`src/rtl/tile_accum.sv`:
```
// tile_accum: sums the fp16 chunk partials of one dot product into a single fp16 result.
// Latency: a last chunk issued in cycle t gives out_valid in cycle t+LATENCY+1.
// Backpressure: in_ready falls once queued plus in-flight results would exceed the 2-entry output FIFO.
// Optional feature: define TILE_ACCUM_NAN_FLAG_EN to add the out_nan flag per result.

// Small generic FIFO: registered storage, push and pop in the same cycle both take effect.
// Latency: data pushed in cycle t is visible at rd_dat in cycle t+1.
// Backpressure: a push while full without a pop is dropped; full is exported for the caller.
module tile_accum_fifo #(
  parameter int W     = 8,
  parameter int DEPTH = 2
) (
  input  logic                       clk,
  input  logic                       rst,
  input  logic                       wr_vld,
  input  logic [W-1:0]               wr_dat,
  output logic                       rd_vld,
  input  logic                       rd_rdy,
  output logic [W-1:0]               rd_dat,
  output logic [$clog2(DEPTH+1)-1:0] count,
  output logic                       full
);
  localparam int PTR_W = (DEPTH > 1) ? $clog2(DEPTH) : 1;
  localparam int CW    = $clog2(DEPTH+1);

  logic [W-1:0]     mem [DEPTH];
  logic [PTR_W-1:0] wr_ptr, rd_ptr;
  logic             do_wr, do_rd;

  assign rd_vld = (count != '0);
  assign full   = (count == CW'(DEPTH));
  assign rd_dat = mem[rd_ptr];
  assign do_rd  = rd_vld && rd_rdy;
  assign do_wr  = wr_vld && (!full || do_rd);

  // Storage, pointers and occupancy update.
  always_ff @(posedge clk or posedge rst) begin
    if (rst) begin
      for (int i = 0; i < DEPTH; i++) mem[i] <= '0;
      wr_ptr <= '0;
      rd_ptr <= '0;
      count  <= '0;
    end else begin
      if (do_wr) begin
        mem[wr_ptr] <= wr_dat;
        wr_ptr      <= (wr_ptr == PTR_W'(DEPTH-1)) ? '0 : wr_ptr + PTR_W'(1);
      end
      if (do_rd) rd_ptr <= (rd_ptr == PTR_W'(DEPTH-1)) ? '0 : rd_ptr + PTR_W'(1);
      if (do_wr && !do_rd)      count <= count + CW'(1);
      else if (!do_wr && do_rd) count <= count - CW'(1);
    end
  end
endmodule

module tile_accum #(
  parameter int LATENCY = 2,
  parameter int CNT_W   = 8,
  parameter int DATA_W  = 16
) (
  input  logic              clk,
  input  logic              rst,
  input  logic              in_valid,
  input  logic              in_last,
  output logic              in_ready,
  input  logic [DATA_W-1:0] in_scal,
  output logic              out_valid,
  input  logic              out_ready,
  output logic [DATA_W-1:0] out_data,
  output logic [CNT_W-1:0]  out_count,
  output logic              busy
`ifdef TILE_ACCUM_NAN_FLAG_EN
  ,
  output logic              out_nan
`endif
);
  localparam int OCC_W = $clog2(LATENCY + 3);
`ifdef TILE_ACCUM_NAN_FLAG_EN
  localparam int E_W = DATA_W + CNT_W + 1;
`else
  localparam int E_W = DATA_W + CNT_W;
`endif

  typedef enum logic {IDLE, ACCUM} state_t;

  // IEEE binary16 add, round to nearest even; any NaN input gives the quiet NaN 0x7E00.
  function automatic logic [15:0] fp16_add(input logic [15:0] a, input logic [15:0] b);
    logic [15:0] x, y, r;
    logic [10:0] mx, my;
    logic [4:0]  ex, ey, d;
    logic [13:0] ax, ay;
    logic [14:0] s;
    logic [6:0]  e;
    logic [11:0] m;
    logic        sticky, inc;
    r = '0; x = a; y = b; s = '0; e = '0; m = '0; ay = '0; sticky = 1'b0; inc = 1'b0;
    if ((&a[14:10] && |a[9:0]) || (&b[14:10] && |b[9:0])) r = 16'h7E00;
    else if (&a[14:10]) r = (&b[14:10] && (a[15] != b[15])) ? 16'h7E00 : a;
    else if (&b[14:10]) r = b;
    else begin
      // Larger magnitude goes in x so the aligned difference never goes negative.
      if (a[14:0] < b[14:0]) begin x = b; y = a; end
      ex = (x[14:10] == 5'd0) ? 5'd1 : x[14:10];
      ey = (y[14:10] == 5'd0) ? 5'd1 : y[14:10];
      mx = {x[14:10] != 5'd0, x[9:0]};
      my = {y[14:10] != 5'd0, y[9:0]};
      d  = ex - ey;
      ax = {mx, 3'b000};
      if (d > 5'd13) begin
        ay = '0;
        sticky = (my != '0);
      end else begin
        ay = {my, 3'b000} >> d;
        sticky = |({my, 3'b000} & ((14'd1 << d) - 14'd1));
      end
      ay = ay | {13'd0, sticky};
      s  = (x[15] == y[15]) ? ({1'b0, ax} + {1'b0, ay}) : ({1'b0, ax} - {1'b0, ay});
      e  = {2'b00, ex};
      if (s == '0) r = {x[15] & y[15], 15'd0};
      else begin
        if (s[14]) begin
          s = {1'b0, s[14:1]} | {14'd0, s[0]};
          e = e + 7'd1;
        end else begin
          // Normalise left, stopping at the subnormal exponent.
          for (int i = 0; i < 13; i++)
            if (!s[13] && (e > 7'd1)) begin
              s = s << 1;
              e = e - 7'd1;
            end
        end
        inc = s[2] & (s[1] | s[0] | s[3]);
        m   = {1'b0, s[13:3]} + {11'd0, inc};
        if (m[11]) begin
          m = m >> 1;
          e = e + 7'd1;
        end
        if (e >= 7'd31) r = {x[15], 5'h1F, 10'd0};
        else            r = {x[15], m[10] ? e[4:0] : 5'd0, m[9:0]};
      end
    end
    return r;
  endfunction

  logic [LATENCY-1:0] sh_vld, sh_last;
  logic [OCC_W-1:0]   lasts_in_flight;
  logic               issue, arrive, arr_last;
  state_t             state;
  logic [DATA_W-1:0]  acc, sum;
  logic [CNT_W-1:0]   cnt, cnt_inc;
  logic               push, fifo_full;
  logic [E_W-1:0]     push_dat, pop_dat;
  logic [1:0]         fifo_cnt;
`ifdef TILE_ACCUM_NAN_FLAG_EN
  logic               nan_acc, scal_nan;
  assign scal_nan = (&in_scal[14:10]) && (|in_scal[9:0]);
`endif

  assign issue    = in_valid && in_ready;
  assign arrive   = sh_vld[LATENCY-1];
  assign arr_last = sh_last[LATENCY-1];
  assign busy     = (state == ACCUM) || (|sh_vld);

  // Count last beats still travelling through the tile; each will claim a FIFO slot.
  always_comb begin
    lasts_in_flight = '0;
    for (int i = 0; i < LATENCY; i++) lasts_in_flight = lasts_in_flight + OCC_W'(sh_last[i]);
    in_ready = (OCC_W'(fifo_cnt) + lasts_in_flight) < OCC_W'(2);
  end

  // Non-stallable delay line mirroring the tile pipeline; last is only kept for valid beats.
  always_ff @(posedge clk or posedge rst) begin
    if (rst) begin
      sh_vld  <= '0;
      sh_last <= '0;
    end else begin
      sh_vld[0]  <= issue;
      sh_last[0] <= issue && in_last;
      for (int i = 1; i < LATENCY; i++) begin
        sh_vld[i]  <= sh_vld[i-1];
        sh_last[i] <= sh_last[i-1];
      end
    end
  end

  // Result formation for a last arrival: bypass when idle, otherwise fold in the final partial.
  always_comb begin
    sum      = fp16_add(acc, in_scal);
    cnt_inc  = (cnt == '1) ? cnt : cnt + CNT_W'(1);
    push     = arrive && arr_last;
    push_dat = '0;
    if (push) begin
`ifdef TILE_ACCUM_NAN_FLAG_EN
      if (state == IDLE) push_dat = {in_scal, CNT_W'(1), scal_nan};
      else               push_dat = {sum, cnt_inc, nan_acc | scal_nan};
`else
      if (state == IDLE) push_dat = {in_scal, CNT_W'(1)};
      else               push_dat = {sum, cnt_inc};
`endif
    end
  end

  // Accumulator FSM: IDLE holds nothing, ACCUM holds a partial sum and its chunk count.
  always_ff @(posedge clk or posedge rst) begin
    if (rst) begin
      state <= IDLE;
      acc   <= '0;
      cnt   <= '0;
`ifdef TILE_ACCUM_NAN_FLAG_EN
      nan_acc <= 1'b0;
`endif
    end else if (arrive) begin
      if (arr_last) begin
        state <= IDLE;
        acc   <= '0;
        cnt   <= '0;
`ifdef TILE_ACCUM_NAN_FLAG_EN
        nan_acc <= 1'b0;
`endif
      end else begin
        state <= ACCUM;
        acc   <= (state == IDLE) ? in_scal : sum;
        cnt   <= (state == IDLE) ? CNT_W'(1) : cnt_inc;
`ifdef TILE_ACCUM_NAN_FLAG_EN
        nan_acc <= ((state == ACCUM) && nan_acc) || scal_nan;
`endif
      end
    end
  end

  tile_accum_fifo #(.W(E_W), .DEPTH(2)) u_out_fifo (
    .clk    (clk),
    .rst    (rst),
    .wr_vld (push),
    .wr_dat (push_dat),
    .rd_vld (out_valid),
    .rd_rdy (out_ready),
    .rd_dat (pop_dat),
    .count  (fifo_cnt),
    .full   (fifo_full)
  );

`ifdef TILE_ACCUM_NAN_FLAG_EN
  assign {out_data, out_count, out_nan} = pop_dat;
`else
  assign {out_data, out_count} = pop_dat;
`endif

  // The in_ready throttle must keep every arriving result from meeting a full FIFO.
  a_no_overflow: assert property (@(posedge clk) disable iff (rst) !(push && fifo_full && !out_ready));
endmodule

```
`config.mk`:
```
export PLATFORM = sky130hd
export DESIGN_NAME = tile_accum
export DESIGN_NICKNAME = d
export VERILOG_FILES = /design/src/rtl/tile_accum.sv
export SDC_FILE = /design/constraint.sdc
export NUM_CORES = 1
export LEC_CHECK = 0
export CAP_MARGIN = 15
export CORE_MARGIN = 8
export CORE_UTILIZATION = 55
export DETAILED_ROUTE_END_ITERATION = 10
export PLACE_DENSITY_LB_ADDON = 0.08
export REMOVE_ABC_BUFFERS = 1
export SLEW_MARGIN = 20
export SYNTH_ARGS = -nofsm -noshare
export SYNTH_HDL_FRONTEND = slang
export SYNTH_SLANG_ARGS = --single-unit
```
`constraint.sdc`:
```
create_clock -name clk -period 89.2 [get_ports clk]
set_clock_uncertainty 0.2 [all_clocks]
set_input_delay 17.84 -clock clk [delete_from_list [all_inputs] [get_ports clk]]
set_output_delay 17.84 -clock clk [all_outputs]
set_load 0.005 [all_outputs]
```
==> results by stage, run 1 <==
Setup path:
- The data required time at the worst endpoint is 89.21 ns.
- On the worst path, the slowest cell contributes a delay of 1.00 ns.
- The peak fanout along the critical path is 27.
- The most numerous cell type found on the critical path is ha_1.
- The setup check on the worst reg-to-reg path leaves a slack of 57.37 ns.
- STA puts the critical path data arrival time at 49.62 ns.
- The worst setup path is launched from an input port.
- The slowest cell on the critical path is nor4_2.
- The depth of the worst register-to-register path is 104.
- The worst setup path is captured at a flop.
- The setup path with the least slack is of type input port to flop.
- The capture point of the worst reg-to-reg path is u_out_fifo.mem[8].
- In this run the critical register-to-register path is launched from acc[6].

Final layout:
- The proportion of layout cells with a drive suffix above 1 is 0.0981.
- The summed area of non-filler cells in the final layout is 15900 um^2.
- The net count of the finished layout is 2122.
- In the layout the commonest cells are 244 x nand2_1, 189 x nor2_1, 140 x a21oi_1.
- Once layout is complete, the utilization of the core stands at 0.593.
- Leaving out fill and tap cells, the most frequent cell in the layout is nand2_1.
- From synthesis to final layout, the design area changed by 6.08%.
- Fill cells in the final layout number 2487.
- 0 antenna diodes ended up in the layout.

Clock tree:
- The clock passes through at most 2 buffers.
- The number of buffers inserted by hold repair at cts is 0.
- The CTS tree is built.
- Once the clock tree was built, the setup fixing pass inserted 0 buffers.
- The number of gates given a new drive strength after cts is 0.
- The total number of clock tree sinks is 81.
- Clock-pin slew was measured on the worst setup and hold paths at 0.06 ns.
- Clock latency on the worst-skew pair, taken at its later pin, is 0.33 ns.
- The clock buffer count from CTS is 9.
- The clock root buffer is clkbuf_16.
- CTS built an H-tree with a depth of 3.

STA:
- The final number of max-transition violations came to 0.
- The time the final worst path needs with I/O delays and setup is 49.61 ns.
- The worst path meets setup with 39.59 ns of slack.
- The highest achievable clock rate is 20.2 MHz.
- The relative slew slack is 0.272.
- Setup violations remaining at the end of the flow were counted as 0.
- The number of hold violations in the final report came to 0.
- Of the available clock period, the critical path in the final layout requires 0.556.
- Setup repair after global routing left no endpoint under its margin.
- For the pin with the worst max-slew slack, the measured transition is 1.08 ns.
- Adding up every negative setup slack in the final design gives 0 ns.

Synthesis:
- The synthesis warning total is 0.
- The flip-flop and latch count after synthesis is 81.
- The synthesized instance count is 2046.
- Yosys mapped a number of flops with a built-in enable equal to 0.
- The count of unique library cells instantiated by Yosys is 121.
- A synthesized cell averages 7.35 um^2.
- The post-synthesis instance area is 15000 um^2.
- The async set-reset flop share out of synthesis is 1.00.
- The share of the Yosys chip area taken by registers is 0.135.
- The commonest register cell after synthesis is dfrtp_1.

Global routing:
- The initial antenna violation count is 0.
- After global routing the overflow that remains totals 0.
- The largest net degree at the start of global routing is 82.
- The via count of the first global-routing pass is 14600.
- The first global-routing pass estimated 75.4 mm of wire.
- Across every metal layer, demand over resource in global routing totals 0.268.

Die:
- The die covers 32900 um^2.
- The floorplan step defined a core boundary enclosing 26900 um^2.
- The starting density of the core is 0.559.
- The floorplan step set the die height to 181 um.
- The count of standard-cell rows is 60.
- The number of I/O pins is 48.
- Measured along the x axis, the die boundary spans 181 um.

Place:
- Routability-driven placement finished with a final weighted congestion of 0.940.
- Before CTS, the worst setup slack after placement is 39.86 ns.
- The number of buffers added on ports is 47.
- In this run the cell area measured after placement is 15600 um^2.
- The placed wire-length estimate is 36.0 mm.

Route:
- The routed design has 46.1 mm of wire.
- After detailed routing, the met3 layer carries 2.48 mm of wire.
- The routed length on met1 is 20.0 mm.
- In this run the remaining antenna-violating nets after routing total 0.
- For this run, design rule violations remaining after detail routing come to 0.
- The met2 layer wire length in the routed design is 22.1 mm.
- The via count normalized by instance count is 6.71.
- The routed layout has 15900 vias.
- The wire length per cell is 19.5 um.
- The iteration-0 DRC count of the detailed router is 1512.
- The number of detailed-routing iterations run before antenna repair is 6.
- The highest metal layer carrying signal wires in the routed design is met4.

Min path:
- The number of instances on the worst hold path is 0.
- The beginning of the worst hold path is sh_vld[0].
- The min-delay analysis places its worst path in the category flop to flop.
- For hold timing, the worst endpoint is sh_vld[1].

Run status:
- The flow ran to the end, and the final reports show no timing, DRC or antenna violations.

Job:
- The number of max-capacitance violations reported is 0.
-- critical path, delay by kind of cell --
kind / cells / cell delay, ns
AOI/OAI and AO/OA: 42 / 12.09
adders and majority gates: 16 / 4.17
muxes: 6 / 2.56
xor gates and xnor gates: 5 / 2.39
buffers and inverters: 10 / 2.01
and+or+nand+nor: 27 / 8.50
-- synthesized netlist by cell type (8+ instances only) --
cell / number / area share
nand2_1: 244 / 0.061
nor2_1: 189 / 0.047
a21oi_1: 141 / 0.047
o21ai_0: 126 / 0.042
mux2i_1: 109 / 0.073
inv_1: 94 / 0.023
dfrtp_1: 81 / 0.13
ha_1: 75 / 0.062
nand3_1: 68 / 0.023
clkbuf_1: 64 / 0.016
mux2_2: 64 / 0.048
nor3_1: 51 / 0.017
xnor2_1: 48 / 0.028
a211oi_1: 41 / 0.020
o211ai_1: 35 / 0.017
and2_1: 25 / 0.010
and3_1: 25 / 0.010
nand2b_1: 25 / 0.010
a21o_1: 23 / 0.011
a31oi_1: 22 / 0.0092
nor4_1: 22 / 0.0092
o21ai_1: 22 / 0.0073
or3_1: 21 / 0.0087
xor2_1: 19 / 0.011
nand4_1: 18 / 0.0075
o22ai_1: 18 / 0.0075
o31ai_1: 17 / 0.0085
a211o_1: 14 / 0.0082
a22o_1: 12 / 0.0070
o221ai_1: 12 / 0.0070
or2_2: 11 / 0.0046
buf_2: 10 / 0.0033
o21a_1: 10 / 0.0050
o2bb2ai_1: 10 / 0.0058
buf_1: 9 / 0.0022
o211a_1: 9 / 0.0060
and4_1: 8 / 0.0047
o2111ai_1: 8 / 0.0047
-- flip-flops by register name (all words and copies together), names as in the netlist --
name               count
state                  1
u_out_fifo.mem        48
sh_vld                 2
u_out_fifo.count       2
acc                   16
u_out_fifo.wr_ptr      1
u_out_fifo.rd_ptr      1
cnt                    8
sh_last                2
-- area by class of cell --
| class | instances | area [um^2] | share of cell area |
|---|---|---|---|
| clock inverters | 4 | 52.6 | 0.00329 |
| clock buffers | 12 | 246 | 0.0155 |
| flip-flops and latches | 81 | 2030 | 0.127 |
| well taps | 341 | 427 | 0.0268 |
| repair buffers | 65 | 609 | 0.0382 |
| inverters | 97 | 365 | 0.0229 |
| multi-input cells | 1770 | 12200 | 0.766 |
-- kinds of logic after synthesis --
family / synth area share
buf+inv: 0.0548
compound gates: 0.330
mux: 0.132
xor+xnor: 0.0390
fa+ha+maj: 0.0651
flops: 0.135
simple gates: 0.244
-- routing by layer --
| metal | track usage | up-vias |
|---|---|---|
| li1 | - | 7656 |
| met1 | 0.345 | 7539 |
| met2 | 0.465 | 604 |
| met3 | 0.0211 | 109 |
| met4 | 0.0902 | 0 |
| met5 | 0 | - |
-- worst max path at each step --
stage                     slack (ns)                  to   startpoint  depth (start not counted)
after floorplan                40.26  u_out_fifo.mem[32]  in_scal[13]                        102
after global placement         40.76  u_out_fifo.mem[43]   in_scal[6]                        105
after detailed placement       39.86   u_out_fifo.mem[8]   in_scal[6]                        112
after CTS                      40.09   u_out_fifo.mem[8]   in_scal[6]                        112
after global routing           37.14   u_out_fifo.mem[8]   in_scal[6]                        106
final                          39.59   u_out_fifo.mem[8]   in_scal[6]                        106
-- per-stage QoR --
step                hold WS [ns]  std cells
global route               0.196       2370
CTS                        0.177       2370
detailed placement         0.161       2354
floorplan                  0.146       1948
global placement           0.160       2354
finish                     0.177       2370
Power of run 1 is not shown: default switching activity piles up to over one toggle a cycle in this logic, so the estimate is an artifact.
==> inputs of run 2 (changes only) <==
clock period = 45.1 ns   (was 89.2 ns; I/O delays follow)
==> results by stage, run 2 (same netlist as run 1, synthesis figures left out) <==
Final layout:
- The summed area of non-filler cells in the final layout is 16000 um^2 (+0.16%).
- The number of flip-flops in the largest register is 48 (unchanged).
- The antenna diode instance count came to 0 (unchanged).
- In the layout the commonest cells are 244 x nand2_1, 189 x nor2_1, 140 x a21oi_1.
- The library cell used most frequently in the layout, excluding fill and tap cells, is nand2_1.
- The proportion of layout cells with a drive suffix above 1 is 0.0986 (+0.000541).
- The largest registers in the layout are u_out_fifo.mem x48, acc x16, cnt x8.
- The synthesis-to-layout area growth is 6.26%.
- The number of standard cells in the layout, taps in and fillers out is 2369 (-0.042%).
- The register containing the most flip-flops in the final layout is u_out_fifo.mem.
- The final net count is 2122 (unchanged).
- The number of filler instances in the final layout came to 2561 (+3.0%).

Clock tree:
- The number of buffers inserted by hold repair at cts is 0 (unchanged).
- The number of gates given a new drive strength after cts is 0 (unchanged).
- The later-pin clock latency in the skew report was 0.34 ns (about the same).
- The total number of clock tree sinks is 81 (unchanged).
- The clock-pin slew on the worst setup and hold paths is 0.06 ns (about the same).
- The clock root buffer is clkbuf_16.
- TritonCTS built the clock tree.
- The post-CTS setup repair buffer count is 0 (unchanged).
- The clock buffer count from CTS is 9 (unchanged).
- The number of levels the H-tree was split into is 3 (unchanged).
- The deepest clock path buffer count is 2 (unchanged).

Setup path:
- The critical path's top delay family is compound AO/OA/AOI/OAI gates.
- The kind of start point of the critical path is an input port.
- STA classifies the critical path endpoint as a flop.
- The slowest cell on the critical path is o31ai_4.
- The startpoint-to-endpoint class of the critical path is input port to flop.
- The maximum cell stage delay along the critical path is 0.85 ns (-0.15 ns).
- The data arrival time at the worst-slack endpoint came to 40.72 ns (-8.90 ns).
- The most frequent cell on the critical path is ha_1.
- The number of buffers and inverters on the critical path is 15 (+5).
- The peak fanout along the critical path was 36 (+33%).
- The data required time at the worst endpoint is 45.17 ns (-44.04 ns).

Place:
- The routability congestion estimate from global placement is 0.940 (about the same).
- The number of instances in the placed design is 2354 (unchanged).
- The area of placed instances came to 15600 um^2 (unchanged).
- The placed wire-length estimate was 36.0 mm (about the same).
- The number of buffers added on ports is 47 (unchanged).

Global routing:
- The met1 layer usage reported by global route is 0.347 (+0.00154).
- The global routing met3 resource utilization is 0.0269 (+0.00582).
- The largest net degree at the start of global routing is 82 (unchanged).
- The initial antenna violation count was 0 (unchanged).
- The wire length of the first global-routing pass is 76.5 mm (+1.4%).
- The global-route usage over all layers came to 0.272 (+0.00367).
- The via count of the first global-routing pass is 14900 (+1.5%).
- The met2 layer usage reported by global route was 0.477 (+0.0119).
- The total congestion overflow is 0 (unchanged).
- The busiest layer in global routing is met2.

Route:
- The remaining antenna violation count after routing is 0 (unchanged).
- The total via count after detailed routing is 15900 (-0.26%).
- The number of detailed-routing iterations run before antenna repair is 7 (+1).
- The DRC violation count after routing was 0 (unchanged).
- The wire length per cell is 19.6 um (+0.45%).
- The iteration-0 DRC count of the detailed router is 1605 (+6.2%).
- The total length of routed wires came to 46.3 mm (+0.40%).
- The via count normalized by instance count is 6.70 (-0.22%).

Die:
- The starting density of the core is 0.559 (unchanged).
- The die footprint came to 32900 um^2 (unchanged).
- The number of I/O pins was 48 (unchanged).
- The die span in x is 181 um (unchanged).
- The core outline area was 26900 um^2 (unchanged).
- The vertical extent of the die is 181 um (unchanged).
- The count of standard-cell rows is 60 (unchanged).

STA:
- The relative slew slack is 0.302 (+0.0297).
- The final number of max-transition violations was 0 (unchanged).
- Dividing the final minimum period by the clock period gives 0.901.
- The transition time of the tightest slew-check pin is 1.05 ns (-0.0356 ns).
- Setup repair after global routing left no endpoint under its margin.
- The final count of negative-setup-slack endpoints was 0 (unchanged).
- The total negative slack for setup checks is 0 ns (unchanged).
- The highest achievable clock rate is 24.6 MHz.
- The time the final worst path needs with I/O delays and setup is 40.65 ns.
- The number of hold violations in the final report came to 0 (unchanged).
- The smallest hold slack is 0.183 ns (+0.00597 ns).

Run status:
- The flow ran to the end, and the final reports show no timing, DRC or antenna violations.

Job:
- The number of max-capacitance violations reported is 0 (unchanged).

Min path:
- The worst min-delay path category is flop to flop.
-- run 2: metal layers --
layer | wire (um) | vias to the layer above
li1 | - | 7651
met5 | 0 | -
met3 | 2440 | 109
met1 | 20300 | 7537
met4 | 1240 | 0
met2 | 22400 | 569
-- run 2: path summary, 6_finish.rpt --
path	startpoint	to	slack [ns]	depth (start not counted)
setup / recovery	in_scal[6]	u_out_fifo.mem[8]	4.45	115
hold / removal	sh_vld[0]	sh_vld[1]	0.18	0
setup reg to reg	acc[6]	u_out_fifo.mem[8]	13.39	113
hold reg to reg	sh_vld[0]	sh_vld[1]	0.18	0
max in group asynchronous	rst	cnt[0]	35.22	3
min in group asynchronous	rst	u_out_fifo.mem[1]	9.01	3
-- run 2: through the flow --
stage / utilization / setup WS, ns
after floorplan: - / 4.98
after global placement: 0.582 / 5.48
after detailed placement: 0.582 / 4.48
after CTS: 0.594 / 4.74
after global routing: 0.594 / 1.90
final: 0.594 / 4.45
-- run 2: worst reg2reg max path: cells and delay by family (launching register included) --
family / cells / cell delay (ns)
compound gates: 45 / 12.65
simple gates: 25 / 7.51
fa+ha+maj: 17 / 4.16
mux: 8 / 2.68
buf+inv: 13 / 2.01
xor+xnor: 5 / 1.82
flops: 1 / 0.57
-- run 2: final cells by class --
class,instances,area [um^2],area share
clock buffer,9,225,0.0141
clock inverter,6,91.3,0.00572
inverter,97,365,0.0229
multi-input combinational,1770,12200,0.766
sequential,81,2030,0.127
tap,341,427,0.0267
timing repair buffer,65,609,0.0381
Power of run 2 is left out for the same reason.
==> inputs of run 3 (changes only) <==
CAP_MARGIN = 0   (was 15)
RECOVER_POWER = 100   (was default)
==> results by stage, run 3 (same netlist as run 1, synthesis figures left out) <==
Final layout:
- The antenna diode instance count is 0 (unchanged).
- The number of flip-flops in the largest register came to 48 (unchanged).
- The register with the most flip-flops in the final layout is u_out_fifo.mem.
- The area growth from synthesis to layout is 6.13%.
- The proportion of layout cells with a drive suffix above 1 came to 0.0922 (-0.00641).
- The sequential cell area in the final layout is 2030 um^2 (unchanged).
- The final net count is 2122 (unchanged).
- The largest registers in the layout are u_out_fifo.mem x48, acc x16, cnt x8.
- The area of the multi-input gates is 12200 um^2 (about the same).
- The number of filler instances in the final layout is 2568 (+0.27%).
- The library cells used most frequently in the layout, excluding fill and tap cells, are 244 x nand2_1, 189 x nor2_1, 141 x a21oi_1.
- The number of standard cells in the layout, taps in and fillers out is 2369 (unchanged).
- The most common cell after layout, fill and taps aside is nand2_1.

Setup path:
- The worst register-to-register path ends at u_out_fifo.mem[8].
- The number of gates on the worst path with buffers counted is 115 (unchanged).
- The maximum cell stage delay along the critical path came to 1.31 ns (+0.46 ns).
- The depth of the worst register-to-register path is 113 (unchanged).
- The critical path's top delay family is compound AO/OA/AOI/OAI gates.
- The worst setup path is captured at a flop.
- The data required time at the worst endpoint came to 45.17 ns (about the same).
- The number of buffers and inverters on the critical path is 15 (unchanged).
- The slowest stage of the critical path is the a21oi_1 cell.
- The launch instance of the worst register-to-register path is acc[6].
- The most frequent cell on the critical path is ha_1.
- The worst setup path is launched from an input port.
- The critical path in this run is classified as input port to flop.
- The setup slack of the worst register-to-register path is 12.62 ns (-0.77 ns).
- The data arrival time at the worst-slack endpoint is 41.56 ns (+0.84 ns).
- The peak fanout along the critical path came to 36 (unchanged).

Clock tree:
- The number of levels the H-tree was split into came to 3 (unchanged).
- The number of buffers inserted by hold repair at cts is 0 (unchanged).
- The total number of clock tree sinks is 81 (unchanged).
- The deepest clock path buffer count came to 2 (unchanged).
- The clock buffer count from CTS is 9 (unchanged).
- The post-CTS setup repair buffer count came to 0 (unchanged).
- The number of gates given a new drive strength after cts came to 0 (unchanged).
- Clock tree synthesis selected as its root buffer the cell clkbuf_16.
- The clock-pin slew on the worst setup and hold paths came to 0.06 ns (about the same).
- The CTS tree is built.
- The later-pin clock latency in the skew report is 0.33 ns (about the same).

STA:
- The highest achievable clock rate is 24.1 MHz (-2.0%).
- The final number of max-transition violations is 105 (+105).
- Setup repair after global routing left no endpoint under its margin.
- The post-route clock period utilization came to 0.920 (+0.0188).
- The number of hold violations in the final report came to 0 (unchanged).
- The final count of negative-setup-slack endpoints is 0 (unchanged).
- The total negative slack for setup checks was 0 ns (unchanged).
- The transition time of the tightest slew-check pin is 4.27 ns (+3.22 ns).
- The relative slew slack is -1.84 (-2.15).
- The time the final worst path needs with I/O delays and setup is 41.50 ns (+0.846 ns).

Global routing:
- The total congestion overflow is 0 (unchanged).
- The wire length of the first global-routing pass was 76.5 mm (unchanged).
- The global-route usage over all layers is 0.272 (unchanged).
- The via count of the first global-routing pass is 14900 (unchanged).
- The initial antenna violation count is 0 (unchanged).
- The largest net degree at the start of global routing is 82 (unchanged).

Min path:
- The path with the worst hold slack has its endpoint at sh_vld[1].
- The worst hold path belongs to the class flop to flop.
- The worst hold path begins at sh_vld[0].
- The number of instances on the worst hold path is 0 (unchanged).

Place:
- The placed wire-length estimate came to 36.0 mm (unchanged).
- The routability congestion estimate from global placement came to 0.940 (unchanged).
- The number of buffers added on ports is 47 (unchanged).
- The number of instances in the placed design is 2354 (unchanged).

Route:
- The remaining antenna violation count after routing is 0 (unchanged).
- The iteration-0 DRC count of the detailed router is 1430 (-11%).
- The wire length per cell is 19.5 um (-0.28%).
- The DRC violation count after routing came to 0 (unchanged).
- The number of detailed-routing iterations run before antenna repair is 6 (-1).
- The via count normalized by instance count is 6.70 (about the same).
- The total length of routed wires was 46.2 mm (-0.28%).
- The total via count after detailed routing came to 15900 (+0.063%).

Die:
- The count of standard-cell rows came to 60 (unchanged).
- The die footprint is 32900 um^2 (unchanged).
- The core outline area was 26900 um^2 (unchanged).
- The die span in x is 181 um (unchanged).
- The number of I/O pins is 48 (unchanged).
- The starting density of the core is 0.559 (unchanged).
- The vertical extent of the die came to 181 um (unchanged).

Run status:
- The checks that failed: capacitance limit, slew limit.
- The run finished, with violations left.

Job:
- The number of max-capacitance violations reported is 2 (+2).
==> run 3: cell count changes in the layout (fill, tap and decap cells not counted), moves of 2 or more <==
cell / before / now
clkbuf_1: 0 / 2
clkdlybuf4s50_1: 47 / 24
dlygate4sd3_1: 0 / 23
mux2_1: 6 / 15
mux2_2: 64 / 55
o21ai_0: 126 / 131
o21ai_1: 22 / 17
==> run 3: metrics by stage <==
step / worst slack (ns) / instance area (um^2) / hold slack, ns / utilization
floorplan: 4.98 / 14600 / 0.146 / -
global placement: 5.48 / 15600 / 0.159 / 0.582
detailed placement: 4.48 / 15600 / 0.169 / 0.582
CTS: 4.74 / 16000 / 0.182 / 0.594
global route: 0.952 / 16000 / 0.190 / 0.594
finish: 3.60 / 16000 / 0.181 / 0.594
==> run 3: cell type report <==
class | instances | share of cell area
sequential | 81 | 0.127
clock inverter | 6 | 0.00572
timing repair buffer | 65 | 0.0375
clock buffer | 9 | 0.0141
multi-input combinational | 1770 | 0.766
tap | 341 | 0.0267
inverter | 97 | 0.0229
==> run 3: worst max path at each step <==
| stage | startpoint | end |
|---|---|---|
| finish | in_scal[6] | u_out_fifo.mem[8] |
| global route | in_scal[6] | acc[6] |
| CTS | in_scal[6] | u_out_fifo.mem[8] |
| detailed placement | in_scal[6] | u_out_fifo.mem[8] |
| global placement | in_scal[6] | u_out_fifo.mem[43] |
| floorplan | in_scal[13] | u_out_fifo.mem[8] |
==> run 3: routing by layer <==
layer  wire length [um]  global-route usage  vias up
met3               2580              0.0269      104
met2              22300               0.477      609
met1              20100               0.347     7494
met5                  0                   0        -
li1                   -                   -     7669
met4               1210              0.0790        0
==> run 3: worst register-to-register path: cells and delay by family (launching register included) <==
kind                       cells  cell delay, ns
xor gates and xnor gates       5            1.80
and+or+nand+nor               25            7.50
AOI/OAI and AO/OA             45           13.37
DFF                            1            0.57
buffers and inverters         13            2.00
adders and majority gates     17            4.23
muxes                          8            2.66
Power of run 3 is left out for the same reason.
